**config.mk**
```make
export PLATFORM = sky130hd
export DESIGN_NAME = mem_seq
export DESIGN_NICKNAME = d
export VERILOG_FILES = /design/src/rtl/tiny16_mem_pkg.sv /design/src/rtl/mem_seq.sv
export SDC_FILE = /design/constraint.sdc
export NUM_CORES = 1
export LEC_CHECK = 0
export ABC_AREA = 1
export BUFFER_PORTS_ARGS = -buffer_cell sky130_fd_sc_hd__buf_2
export CORE_AREA = 2 2 78 80
export CTS_CLUSTER_DIAMETER = 150
export DETAILED_ROUTE_END_ITERATION = 16
export DIE_AREA = 0 0 80 82
export HOLD_SLACK_MARGIN = 0.08
export PLACE_DENSITY = 0.82
export SLEW_MARGIN = 20
export SYNTH_ARGS = -nofsm -noshare
export SYNTH_HDL_FRONTEND = slang
export SYNTH_SLANG_ARGS = --single-unit
export TNS_END_PERCENT = 5
```
**constraint.sdc**
```tcl
create_clock -name clk -period 2.6 [get_ports clk]
set_input_delay 0.39 -clock clk [delete_from_list [all_inputs] [get_ports clk]]
set_output_delay 0.39 -clock clk [all_outputs]
set_load 0.005 [all_outputs]
```
**src/rtl/tiny16_mem_pkg.sv**
```systemverilog
// tiny16_mem_pkg
// Shared definitions for the tiny16 memory path. The sequencer uses them,
// and the memory block and future bus blocks will share them too.
// Contents:
//   MEM_AW / MEM_DW : default address and data widths of the memory port
//   seq_state_e     : mem_seq FSM state encoding
package tiny16_mem_pkg;

  localparam int MEM_AW = 16;
  localparam int MEM_DW = 16;

  typedef enum logic [2:0] {
    ST_IDLE  = 3'd0,
    ST_ADDR  = 3'd1,
    ST_WRITE = 3'd2,
    ST_READ  = 3'd3,
    ST_CAPT  = 3'd4,
    ST_RESP  = 3'd5
  } seq_state_e;

endpackage

```
**src/rtl/mem_seq.sv**
```systemverilog
// mem_seq
// Memory access sequencer for the tiny16 core. It takes single-word
// read/write requests on a valid/ready channel. For each request it runs the
// three-phase strobe protocol of the memory block: an address latch, then a
// write strobe or a read strobe. It returns read data, or a zero-data write
// acknowledge, on a valid/ready response channel.
//
// Build option: define MEM_SEQ_ADDR_CACHE_EN to remember the last address
// latched into memory. A request to that same address then skips the ADDR
// phase.
//
// Ports:
//   clk, rst            clock; asynchronous active-low reset (0 = reset)
//   req_valid/req_ready request handshake (req_ready is registered)
//   req_we, req_addr,   request fields, captured on accept
//   req_wdata
//   rsp_valid/rsp_ready response handshake
//   rsp_rdata           read data, 0 for write acks
//   mem_addr_en/mem_addr, mem_in_en/mem_in, mem_out_en
//                       strobes and data driven to the memory block
//   mem_out             registered read data from memory
module mem_seq
  import tiny16_mem_pkg::*;
#(
  parameter int AW = MEM_AW,
  parameter int DW = MEM_DW
) (
  input  logic          clk,
  input  logic          rst,
  input  logic          req_valid,
  output logic          req_ready,
  input  logic          req_we,
  input  logic [AW-1:0] req_addr,
  input  logic [DW-1:0] req_wdata,
  output logic          rsp_valid,
  input  logic          rsp_ready,
  output logic [DW-1:0] rsp_rdata,
  output logic          mem_addr_en,
  output logic [AW-1:0] mem_addr,
  output logic          mem_in_en,
  output logic [DW-1:0] mem_in,
  output logic          mem_out_en,
  input  logic [DW-1:0] mem_out
);

  seq_state_e    state_q, state_d;
  logic          req_ready_q, req_ready_d;
  logic          we_q, we_d;
  logic [AW-1:0] addr_q, addr_d;
  logic [DW-1:0] wdata_q, wdata_d;
  logic          rsp_valid_q, rsp_valid_d;
  logic [DW-1:0] rsp_rdata_q, rsp_rdata_d;
  logic          mem_addr_en_q, mem_addr_en_d;
  logic [AW-1:0] mem_addr_q, mem_addr_d;
  logic          mem_in_en_q, mem_in_en_d;
  logic [DW-1:0] mem_in_q, mem_in_d;
  logic          mem_out_en_q, mem_out_en_d;
  logic          accept;
  logic          cache_hit;

  assign accept = req_valid && req_ready_q;

`ifdef MEM_SEQ_ADDR_CACHE_EN
  logic          cache_valid_q, cache_valid_d;
  logic [AW-1:0] cache_addr_q, cache_addr_d;

  // The memory block still holds the address that the last ADDR phase
  // latched. Reset clears the valid bit, so the first request after reset
  // always goes through ADDR.
  assign cache_hit = cache_valid_q && (req_addr == cache_addr_q);

  always_comb begin
    cache_valid_d = cache_valid_q;
    cache_addr_d  = cache_addr_q;
    if (state_q == ST_ADDR) begin
      cache_valid_d = 1'b1;
      cache_addr_d  = addr_q;
    end
  end

  always_ff @(posedge clk or negedge rst) begin
    if (!rst) begin
      cache_valid_q <= 1'b0;
      cache_addr_q  <= '0;
    end else begin
      cache_valid_q <= cache_valid_d;
      cache_addr_q  <= cache_addr_d;
    end
  end
`else
  assign cache_hit = 1'b0;
`endif

  // Next-state and datapath logic. Every output is registered from the next
  // state, so the strobes follow the state register exactly and never glitch.
  always_comb begin
    state_d     = state_q;
    we_d        = we_q;
    addr_d      = addr_q;
    wdata_d     = wdata_q;
    rsp_rdata_d = rsp_rdata_q;
    mem_addr_d  = mem_addr_q;
    mem_in_d    = mem_in_q;

    case (state_q)
      ST_IDLE: begin
        if (accept) begin
          we_d    = req_we;
          addr_d  = req_addr;
          wdata_d = req_wdata;
          if (cache_hit) begin
            state_d = req_we ? ST_WRITE : ST_READ;
          end else begin
            state_d = ST_ADDR;
          end
        end
      end
      ST_ADDR:  state_d = we_q ? ST_WRITE : ST_READ;
      ST_WRITE: begin
        state_d     = ST_RESP;
        rsp_rdata_d = '0;
      end
      ST_READ:  state_d = ST_CAPT;
      // memory registers its output on the edge that ends READ, so mem_out
      // is valid throughout CAPT.
      ST_CAPT: begin
        state_d     = ST_RESP;
        rsp_rdata_d = mem_out;
      end
      ST_RESP: begin
        if (rsp_ready) begin
          state_d = ST_IDLE;
        end
      end
      default:  state_d = ST_IDLE;
    endcase

    req_ready_d   = (state_d == ST_IDLE);
    rsp_valid_d   = (state_d == ST_RESP);
    mem_addr_en_d = (state_d == ST_ADDR);
    mem_in_en_d   = (state_d == ST_WRITE);
    mem_out_en_d  = (state_d == ST_READ);

    // The address and data buses keep their last driven value between strobes.
    if (state_d == ST_ADDR) begin
      mem_addr_d = addr_d;
    end
    if (state_d == ST_WRITE) begin
      mem_in_d = wdata_d;
    end
  end

  always_ff @(posedge clk or negedge rst) begin
    if (!rst) begin
      state_q       <= ST_IDLE;
      req_ready_q   <= 1'b0;
      we_q          <= 1'b0;
      addr_q        <= '0;
      wdata_q       <= '0;
      rsp_valid_q   <= 1'b0;
      rsp_rdata_q   <= '0;
      mem_addr_en_q <= 1'b0;
      mem_addr_q    <= '0;
      mem_in_en_q   <= 1'b0;
      mem_in_q      <= '0;
      mem_out_en_q  <= 1'b0;
    end else begin
      state_q       <= state_d;
      req_ready_q   <= req_ready_d;
      we_q          <= we_d;
      addr_q        <= addr_d;
      wdata_q       <= wdata_d;
      rsp_valid_q   <= rsp_valid_d;
      rsp_rdata_q   <= rsp_rdata_d;
      mem_addr_en_q <= mem_addr_en_d;
      mem_addr_q    <= mem_addr_d;
      mem_in_en_q   <= mem_in_en_d;
      mem_in_q      <= mem_in_d;
      mem_out_en_q  <= mem_out_en_d;
    end
  end

  assign req_ready   = req_ready_q;
  assign rsp_valid   = rsp_valid_q;
  assign rsp_rdata   = rsp_rdata_q;
  assign mem_addr_en = mem_addr_en_q;
  assign mem_addr    = mem_addr_q;
  assign mem_in_en   = mem_in_en_q;
  assign mem_in      = mem_in_q;
  assign mem_out_en  = mem_out_en_q;

endmodule

```
=== Word level (Yosys, flattened, before mapping) ===
Index checks and enable logic that the tools add are counted.

* Eq/ne operators: 9
* Multiplexer cells: 9
* Reduce and logical (&&, ||, !) cells: 6

{| class="wikitable"
|+ Operators by type and width
! kind !! count
|-
| 16-bit two-way mux || 4
|-
| 16-bit case mux with 2 select lines || 1
|-
| 3-bit case mux with 5 select lines || 1
|-
| 3-bit by 2-bit == test with 1-bit output, second input constant || 4
|-
| 3-bit == test, second input constant || 3
|-
| 3-bit by 1-bit == test with 1-bit output, second input constant || 2
|-
| 3-bit logical NOT || 2
|-
| 3-bit two-way mux || 2
|-
| 2-bit AND reduction || 1
|-
| 2-bit nonzero test || 1
|-
| 2-bit OR reduction || 1
|-
| 1-bit logical AND || 1
|-
| 1-bit two-way mux || 1
|}

* Bits in registers: 89

=== Logic depth before layout (Yosys ltp) ===
Gate-level depths: netlist (run 1).

* Word-level depth: 4
* Gate-level depth with buffers: 8
* Gate-level depth less buffers: 7

=== Least setup slack after synthesis (run 1) ===
OpenSTA, ideal clock, no wires.

* Path type: register -> register
* From: register state_q[1]
* To: register mem_in_q[10] (netlist: mem_in[10])
* Setup time: 66 ps
* Arrival: 1310 ps
* Data required time: 2534 ps
* Path slack: 1224 ps
* Stages on the path, launching flop included: 9
* Buffers on the path: 1
* Period minus slack after synthesis: 1376 ps
* Cells stage by stage: dfrtp_1 nor2_4 inv_2 nor2_8 nor2_1 nand3_2 buf_6 nand2_1 nand2_1

* Word-level cells in the longest chain between the ends: 4
* Elaborated cells on any way between the ends: 12

{| class="wikitable"
|+ RTL lines
! what !! RTL line !! text
|-
| start, declared || mem_seq.sv:46 || <nowiki>seq_state_e state_q, state_d;</nowiki>
|-
| start signal, assigned || mem_seq.sv:168 || <nowiki>state_q <= state_d;</nowiki>
|-
| 3-bit == test / 3-bit by 2-bit == test with 1-bit output (equally long branches) || mem_seq.sv:105 || <nowiki>case (state_q)</nowiki>
|-
| 2-bit OR reduction (no line) || n/a ||
|-
| 3-bit case mux with 5 select lines || mem_seq.sv:105 ||
|-
| 3-bit by 2-bit == test with 1-bit output || mem_seq.sv:148 || <nowiki>if (state_d == ST_WRITE) begin</nowiki>
|-
| end signal, assigned || mem_seq.sv:178 || <nowiki>mem_in_q <= mem_in_d;</nowiki>
|-
| end, declared || mem_seq.sv:56 || <nowiki>logic [DW-1:0] mem_in_q, mem_in_d;</nowiki>
|}

Several ways; a longest one is shown, not always the timed one.
A chain may end at the register's enable or synchronous reset.

=== Worst setup path in the final report (run 1) ===
* From: register state_q[1]
* To: register mem_in_q[10] (netlist: mem_in[10])

* Elaborated cells on any way between the ends: 12

{| class="wikitable"
|+ RTL lines
! what !! RTL line !! text
|-
| 3-bit logical NOT || mem_seq.sv:105 ||
|-
| 16-bit two-way mux || mem_seq.sv:105 ||
|-
| via wdata_d[10] || mem_seq.sv:50 || <nowiki>logic [DW-1:0] wdata_q, wdata_d;</nowiki>
|}

The timed path passes the listed nets, and every way through them passes these cells.

==> flow_summary.json, run 1 <==
{
  "hold_viol": 0,
  "rrSetupSlack_ns": 0.68,
  "report.final.slew_viol_count": 0,
  "endpoint": "mem_in[10]",
  "final_common_cell": "nand2_1",
  "ys_types": 16,
  "required_ns": 2.89,
  "die_h_um": 82,
  "via_count": 2503,
  "dp_hpwl_mm": 4.41,
  "synth_fp_nets": 374,
  "cts_resized": 0,
  "drt_first_pass_iters": 4,
  "cp-end-kind": "flip-flop",
  "clock.fmax_mhz": 521,
  "setup_tns_ns": 0,
  "gp_congestion": 0.785,
  "hp-class": "in -> reg",
  "routed_wl_mm": 6.49,
  "fin_worst_skew_ns": 0.00951,
  "crit_type": "reg -> reg",
  "nets": 480,
  "portBuffers": 105,
  "setup_viol": 0,
  "die_w_um": 80,
  "grt_overflow": 0,
  "wl_met2_mm": 3.31,
  "dp_worst_setup_slack_ns": 0.677,
  "num_io_pins": 106,
  "drv_cap": 0,
  "mostFrequentLayoutCells": "nand2_1, buf_2, dfrtp_1, nand3_1, clkbuf_8",
  "core_area_um2": 5750,
  "path_clk_slew_ns": 0.08,
  "maxSlewHeadroom": 0.653,
  "root_buffer": "clkbuf_8",
  "clock_path_buffers": 2,
  "grt.total_usage": 0.207,
  "insertion_delay_ns": 0.34,
  "reg2regPathDepth": 8,
  "period_share": 0.738,
  "synthCells": 321,
  "ir_drop_uv": 601,
  "antenna_found_initial": 0,
  "syn_area_um2": 2920,
  "cts_tree": "done",
  "via_per_inst": 4.94,
  "wl_per_cell_um": 12.8,
  "htreeDepth": 3,
  "syn_to_final_growth_pct": 26.7,
  "rr_endpoint": "mem_in[10]",
  "grt_max_degree": 52,
  "cp_data_arrival_time_ns": 2.21,
  "ys_ff_latch": 73,
  "fillers": 491,
  "n_antenna_cell": 0,
  "drive_above_1_share": 0.306,
  "drtIter0Drc": 179,
  "highest_layer": "met4",
  "cts_sinks": 73,
  "p_per_area_nw_per_um2": 1160,
  "antenna_left": 0,
  "wl_met3_um": 384,
  "cts_buffers": 9,
  "initial_core_util": 0.507,
  "drcViolationCount": 0,
  "m1WireLength_mm": 2.68,
  "cp-startpoint": "state_q[1]",
  "outcome": "finished clean",
  "yosysWarnings": 0,
  "yosysSeqAreaShare": 0.627,
  "row_count": 28,
  "synth_area_per_cell_um2": 9.08,
  "grt_pass1_wl_mm": 10.2,
  "post-route-worst-setup-slack_ns": 0.681,
  "timing.rr.start": "state_q[1]",
  "fin_crit_ns": 1.92,
  "rsz0062_at_grt": "no",
  "die_area_um2": 6560,
  "tightest_slew_ns": 0.521,
  "crit_fanout": 22,
  "power_leakage_uw": 0.00221,
  "cp-start-kind": "flip-flop",
  "grt_pass1_vias": 2353
}
-- cells by family (layout without fill, tap and decap cells) --
kind of cell,after synthesis,in the layout,synth area share
DFF,73,73,0.627
buffers and inverters,26,137,0.0451
AOI/OAI and AO/OA,1,1,0.00172
and+or+nand+nor,221,221,0.327
-- flip-flops by register name, summed over array words and instances, names as in the netlist, 3 cells and up --
register   count
mem_addr      16
mem_in        16
rsp_rdata     16
wdata_q       16
state_q        3
-- area by class of cell --
| cell class | instances | area [µm²] | area share |
|---|---|---|---|
| Clock buffer | 12 | 145 | 0.0393 |
| Clock inverter | 4 | 52.6 | 0.0142 |
| Inverter | 11 | 41.3 | 0.0112 |
| Multi-Input combinational cell | 222 | 957 | 0.259 |
| Sequential cell | 73 | 1830 | 0.494 |
| Tap cell | 75 | 93.8 | 0.0254 |
| Timing Repair Buffer | 110 | 578 | 0.156 |
-- synthesized netlist by cell type --
cell type,n,area [µm²]
nand3_2,3,30.0
dfrtp_1,73,1830
inv_1,9,33.8
buf_6,3,33.8
o21ai_0,1,5.00
nor2_1,9,33.8
buf_4,1,7.51
nand3_1,52,260
nor2_8,1,20.0
nand2_4,1,11.3
inv_2,2,7.51
buf_2,6,30.0
clkbuf_1,4,15.0
nand2_1,153,574
buf_1,1,3.75
nor2_4,2,22.5
-- critical path, cell delays in order, from the launching register on --
cell and delay, ns:
dfrtp_1 0.43, nor2_4 0.40, inv_2 0.12, nor2_8 0.30
buf_4 0.27, nand2_1 0.07, nand2_1 0.09, nand3_1 0.08
nand2_1 0.09
-- through the flow --
step / total power [µW] / std cells / instance area [µm²] / util / hold slack, ns
6_report: 4300 / 507 / 3690 / 0.643 / 0.233
4_1_cts: 4340 / 507 / 3690 / 0.643 / 0.221
2_1_floorplan: 2860 / 321 / 2920 / - / 0.0944
3_5_place_dp: 3460 / 490 / 3490 / 0.607 / 0.393
3_3_place_gp: 3390 / 490 / 3490 / 0.607 / 0.389
5_1_grt: 4640 / 507 / 3690 / 0.643 / 0.226
-- what timing repair did --
item,CTS,global route
hold endpoints to repair,22,0
hold buffers,1,0
setup buffers,0,0
-- routing by layer --
metal  vias to the layer above  GRT usage
li1                       1219          -
met1                      1196      0.244
met2                        75      0.344
met3                        13     0.0604
met4                         0      0.112
met5                         -          0
-- worst min path at each step --
stage / start / end / slack (ns) / cells past startpoint
floorplan: rst / mem_addr[0] / 0.09 / 0
detailed placement: rst / rsp_rdata[14] / 0.39 / 1
finish: req_addr[12] / mem_addr[12] / 0.23 / 3
global placement: rst / rsp_rdata[12] / 0.39 / 1
CTS: req_addr[11] / mem_addr[11] / 0.22 / 3
global route: req_addr[11] / mem_addr[11] / 0.23 / 3
-- report_power, final --
group	total [µW]	switching (µW)	internal, µW
clock	874	402	472
combinational	1600	999	601
sequential	1830	221	1610
Note: power is estimated with default switching activity, not from simulation.
==> inputs of run 2 (changes only) <==
- CORE_AREA: 2 2 78 80 -> 2 2 81 83
- DIE_AREA: 0 0 80 82 -> 0 0 83 85
- PLACE_DENSITY: 0.82 -> 0.77
- clock period: 2.6 -> 1.9 ns (I/O delays scaled with it)
==> run 2 against run 1 <==
Core utilization fell by 3.2 points. Clock skew barely moved. Combinational power rose by 41%. Register-to-register slack got worse by 0.45 ns. Critical path depth fell by 1. Non-clock buffer count rose by 6. Hold slack got worse by 0.095 ns. Die area rose by 7.5%. Sequential share of layout area fell by 1.2 points. Largest power group unchanged. Total power rose by 45%. Design area rose by 2.6%. Cell count rose by 1.6%.
==> flow_summary.json, run 2 (synthesized netlist as in run 1, its figures left out) <==
{
  "outcome": "finished clean",
  "post-route-worst-setup-slack_ns": 0.233,
  "seq_power_share": 0.405,
  "p_sw_uw": 2260,
  "setup_tns_ns": 0,
  "rsz0062_at_grt": "no",
  "insertion_delay_ns": 0.34,
  "hp-class": "in -> reg",
  "root_buffer": "clkbuf_8",
  "htreeDepth": 3,
  "num_io_pins": 106,
  "critical_path.top_delay_family": "simple AND/OR/NAND/NOR gates",
  "fillers": 551,
  "ir_drop_uv": 840,
  "crit_cells": 7,
  "path_clk_slew_ns": 0.08,
  "drive_above_1_share": 0.317,
  "final_common_cell": "nand2_1",
  "wl_per_cell_um": 12.9,
  "worstPathCellList": "inv_1, nand3_2, nand2_1, nor2_1, nand3_2, nand2_1, nand2_1",
  "p_per_area_nw_per_um2": 1640,
  "nets": 486,
  "report.final.slew_viol_count": 0,
  "clock.fmax_mhz": 600,
  "cp_data_arrival_time_ns": 1.89,
  "min_delay_path_depth": 3,
  "setup_viol": 0,
  "routed_wl_mm": 6.62,
  "cp-end-kind": "flip-flop",
  "maxSlewHeadroom": 0.623,
  "cts_buffers": 9,
  "pwr-share-clk": 0.233,
  "dp_worst_setup_slack_ns": 0.230,
  "crit_type": "reg -> reg",
  "power_leakage_uw": 0.00226,
  "grt_max_degree": 47,
  "die_area_um2": 7060,
  "tightest_slew_ns": 0.566,
  "grt.total_usage": 0.198,
  "grt_pass1_wl_mm": 11.2,
  "rrSetupSlack_ns": 0.23,
  "fin_crit_ns": 1.67,
  "drcViolationCount": 0,
  "p_int_uw": 3960,
  "n_antenna_cell": 0,
  "portBuffers": 105,
  "initial_core_util": 0.470,
  "crit_fanout": 17,
  "period_share": 0.877,
  "reg2regPathDepth": 7,
  "die_h_um": 85,
  "sw_frac_of_total": 0.363,
  "required_ns": 2.12,
  "cp-start-kind": "flip-flop",
  "cts_sinks": 73,
  "antenna_found_initial": 0,
  "gp_congestion": 0.905,
  "syn_to_final_growth_pct": 30.0,
  "drtIter0Drc": 146,
  "via_count": 2445,
  "drv_cap": 0,
  "antenna_left": 0,
  "fin_worst_skew_ns": 0.00914,
  "mostFrequentLayoutCells": "nand2_1, buf_2, dfrtp_1, nand3_1, buf_4",
  "grt_overflow": 0,
  "drt_first_pass_iters": 4,
  "die_w_um": 83,
  "cts_tree": "done",
  "cts_resized": 0,
  "cp.buffers_inverters": 1,
  "via_per_inst": 4.75,
  "hold_viol": 0,
  "cpMaxStageDelayCell": "dfrtp_1",
  "grt_pass1_vias": 2451,
  "dp_hpwl_mm": 4.58,
  "clock_path_buffers": 2,
  "core_area_um2": 6200,
  "power_frac_comb": 0.362,
  "row_count": 29,
  "path_common_cell": "nand2_1",
  "critPathMaxStageDelay_ns": 0.47
}
[run 2: per-layer routing]
layer	GRT usage	wire length, µm
met1	0.258	2940
met2	0.322	3290
met3	0.0389	276
met4	0.0969	113
met5	0	0
[run 2: final cells by class]
cell class | instances | area, µm² | area share
clock inverters | 6 | 115 | 0.0304
flip-flops and latches | 73 | 1830 | 0.482
clock buffers | 10 | 128 | 0.0337
multi-input cells | 222 | 957 | 0.253
well taps | 77 | 96.3 | 0.0254
inverters | 11 | 41.3 | 0.0109
repair buffers | 116 | 626 | 0.165
[run 2: tightest hold or removal path: stages]
cell	delay [ns]
buf_2	0.07
nand2_1	0.04
nand2_1	0.05
[run 2: through the flow]
step	utilization	cells	hold slack [ns]	area [µm²]	power (µW)
after global placement	0.570	498	0.311	3540	4730
after detailed placement	0.570	498	0.318	3540	4820
final	0.611	515	0.138	3790	6220
after CTS	0.611	515	0.124	3790	6290
after global routing	0.611	515	0.121	3790	6700
after floorplan	-	321	-0.0106	2920	3910
[run 2: final timing paths]
kind,start,to
max,state_q[2],mem_in[2]
max in group asynchronous,rst,mem_addr[7]
min in group asynchronous,rst,rsp_rdata[5]
min,req_addr[13],mem_addr[13]
max reg2reg,state_q[2],mem_in[2]
min reg2reg,we_q,mem_out_en
[run 2: power groups by stage]
stage,sequential [µW],combinational [µW],clock (µW)
after floorplan,2540,1370,0
after global placement,2530,2200,0
after detailed placement,2540,2280,0
after CTS,2520,2280,1480
after global routing,2600,2550,1550
final,2520,2250,1450
[run 2: what timing repair did]
action,in CTS,in global routing
endpoints found under the hold margin,44,0
setup buffers,0,0
hold buffers,1,0
==> inputs of run 3 (changes only) <==
- CORE_AREA: 2 2 81 83 -> 2 2 85 87
- DIE_AREA: 0 0 83 85 -> 0 0 87 89
- PLACE_DENSITY: 0.77 -> 0.73
- clock period: 1.9 -> 1.4 ns (I/O delays scaled with it)
==> run 3 against run 2 <==
The flow now finishes with violations (negative setup slack). Hold slack worse by 0.041 ns. Sequential power up 36%. Via count up 7.2%. Fmax up 19%. Design area up 11%. Core utilization up 1.4 points. Cell count up 7.6%. First-iteration DRC count up 38%. Combinational power up 65%. Clock power up 7%. Worst setup slack worse by 0.24 ns. Largest cell class unchanged. Highest routed layer unchanged.
==> flow_summary.json, run 3 (synthesized netlist as in run 1, its figures left out) <==
{
  "outcome": "finished, violations left",
  "violations": "negative setup slack",
  "post-route-worst-setup-slack_ns": -0.00564,
  "hold_viol": 0,
  "ir_drop_uv": 1110,
  "crit_fanout": 17,
  "path_common_cell": "nand2_1",
  "row_count": 30,
  "wl_met2_mm": 3.91,
  "worstPathCellList": "inv_1, nor2_2, nand2_1, nand3_2, nor2_4, buf_12, nand3_1, nand2_1",
  "grt_overflow": 0,
  "critical_path.top_delay_family": "simple AND/OR/NAND/NOR gates",
  "rsz0062_at_grt": "yes",
  "cpMaxStageDelayCell": "dfrtp_2",
  "grt_pass1_wl_mm": 11.5,
  "m1WireLength_mm": 3.13,
  "die_h_um": 89,
  "cp-end-kind": "flip-flop",
  "maxSlewHeadroom": 0.746,
  "drv_cap": 0,
  "clock_path_buffers": 2,
  "seq_power_share": 0.395,
  "antenna_left": 0,
  "cp_data_arrival_time_ns": 1.68,
  "portBuffers": 105,
  "fin_crit_ns": 1.41,
  "drive_above_1_share": 0.344,
  "grt_max_degree": 74,
  "wl_met3_um": 279,
  "die_w_um": 87,
  "design_area_um2": 4200,
  "mostFrequentLayoutCells": "nand2_1, buf_2, dfrtp_1, nand3_1, dlygate4sd3_1",
  "antenna_found_initial": 0,
  "dp_worst_setup_slack_ns": -0.0397,
  "syn_to_final_growth_pct": 43.9,
  "power_leakage_uw": 0.00242,
  "critPathMaxStageDelay_ns": 0.44,
  "dp_hpwl_mm": 4.71,
  "report.final.slew_viol_count": 0,
  "crit_type": "reg -> reg",
  "via_per_inst": 4.73,
  "fillers": 581,
  "initial_core_util": 0.434,
  "p_int_uw": 5430,
  "cp.buffers_inverters": 2,
  "min_delay_path_depth": 3,
  "via_count": 2621,
  "num_io_pins": 106,
  "path_clk_slew_ns": 0.07,
  "tightest_slew_ns": 0.381,
  "hp-class": "in -> reg",
  "insertion_delay_ns": 0.34,
  "gp_congestion": 0.848,
  "fin_worst_skew_ns": 0.00742,
  "cts_buffers": 9,
  "htreeDepth": 3,
  "regArea_um2": 1830,
  "n_antenna_cell": 0,
  "final_common_cell": "nand2_1",
  "place_area_um2": 3690,
  "period_share": 1.00,
  "clock.fmax_mhz": 711,
  "p_per_area_nw_per_um2": 2070,
  "cts_sinks": 73,
  "highest_layer": "met4",
  "multi_input_area_um2": 1000,
  "crit_cells": 8,
  "grt_pass1_vias": 2575,
  "drt_first_pass_iters": 5,
  "cp-start-kind": "flip-flop",
  "power_frac_comb": 0.427,
  "core_area_um2": 6720,
  "wl_per_cell_um": 13.6,
  "setup_viol": 1,
  "drtIter0Drc": 201,
  "routed_wl_mm": 7.51,
  "drcViolationCount": 0,
  "grt.total_usage": 0.195,
  "required_ns": 1.67,
  "cts_tree": "done",
  "nets": 523,
  "die_area_um2": 7740,
  "worst_hold_slack_ns": 0.0970,
  "sw_frac_of_total": 0.374,
  "p_sw_uw": 3250,
  "root_buffer": "clkbuf_8",
  "pwr-share-clk": 0.178,
  "reg2regPathDepth": 8
}
run 3: cell types whose count changed in the layout (fill, tap and decap cells not counted), sizes merged:
cell         delta
dlygate4sd3    +24
buf            +13
bufinv          -2
clkinv          +2
clkbuf          -1
clkinvlp        +1
inv             -1
run 3: repair_timing:
item,CTS,global route
hold buffers,25,0
pin swaps,0,3
hold endpoints to repair,97,0
gates resized for setup,3,14
gates cloned,0,0
endpoints found under the setup margin,16,24
setup buffers,0,2
run 3: cell type report:
class | count | area share
Inverter | 11 | 0.00984
Tap cell | 80 | 0.0239
Multi-Input combinational cell | 222 | 0.239
Clock inverter | 6 | 0.0143
Timing Repair Buffer | 153 | 0.247
Clock buffer | 9 | 0.0295
Sequential cell | 73 | 0.436
run 3: path summary, 6_finish.rpt:
kind	from	slack (ns)	endpoint
min	req_wdata[5]	0.1	wdata_q[5]
max	state_q[0]	-0.006	mem_in[1]
min reg2reg	mem_in[14]	0.47	mem_in[14]
min in group asynchronous	rst	0.42	rsp_rdata[7]
max in group asynchronous	rst	0.67	state_q[0]
max reg2reg	state_q[0]	-0.006	mem_in[1]
run 3: power by group through the flow:
stage / Combinational, µW / Clock, µW / Sequential, µW
5_1_grt: 4170 / 1680 / 3520
4_1_cts: 3580 / 1600 / 3390
3_5_place_dp: 3480 / 0 / 3420
6_report: 3710 / 1550 / 3430
2_1_floorplan: 1860 / 0 / 3450
3_3_place_gp: 3390 / 0 / 3400
run 3: through the flow:
| stage | util | instances | power (µW) | TNS (ns) |
|---|---|---|---|---|
| finish | 0.624 | 554 | 8680 | -0.00564 |
| global route | 0.624 | 554 | 9380 | -0.857 |
| CTS | 0.615 | 552 | 8570 | 0 |
| detailed placement | 0.549 | 512 | 6900 | -0.325 |
| global placement | 0.549 | 512 | 6780 | -0.139 |
| floorplan | - | 321 | 5310 | 0 |
run 3: layer usage:
metal | track usage | vias up
li1 | - | 1304
met2 | 0.335 | 70
met1 | 0.235 | 1232
met5 | 0 | -
met3 | 0.0295 | 15
met4 | 0.111 | 0
run 3: worst register-to-register path: cells and delay by family (launching register included):
family	cells	cell delay, ns
buf+inv	2	0.30
flops	1	0.44
simple gates	6	0.59
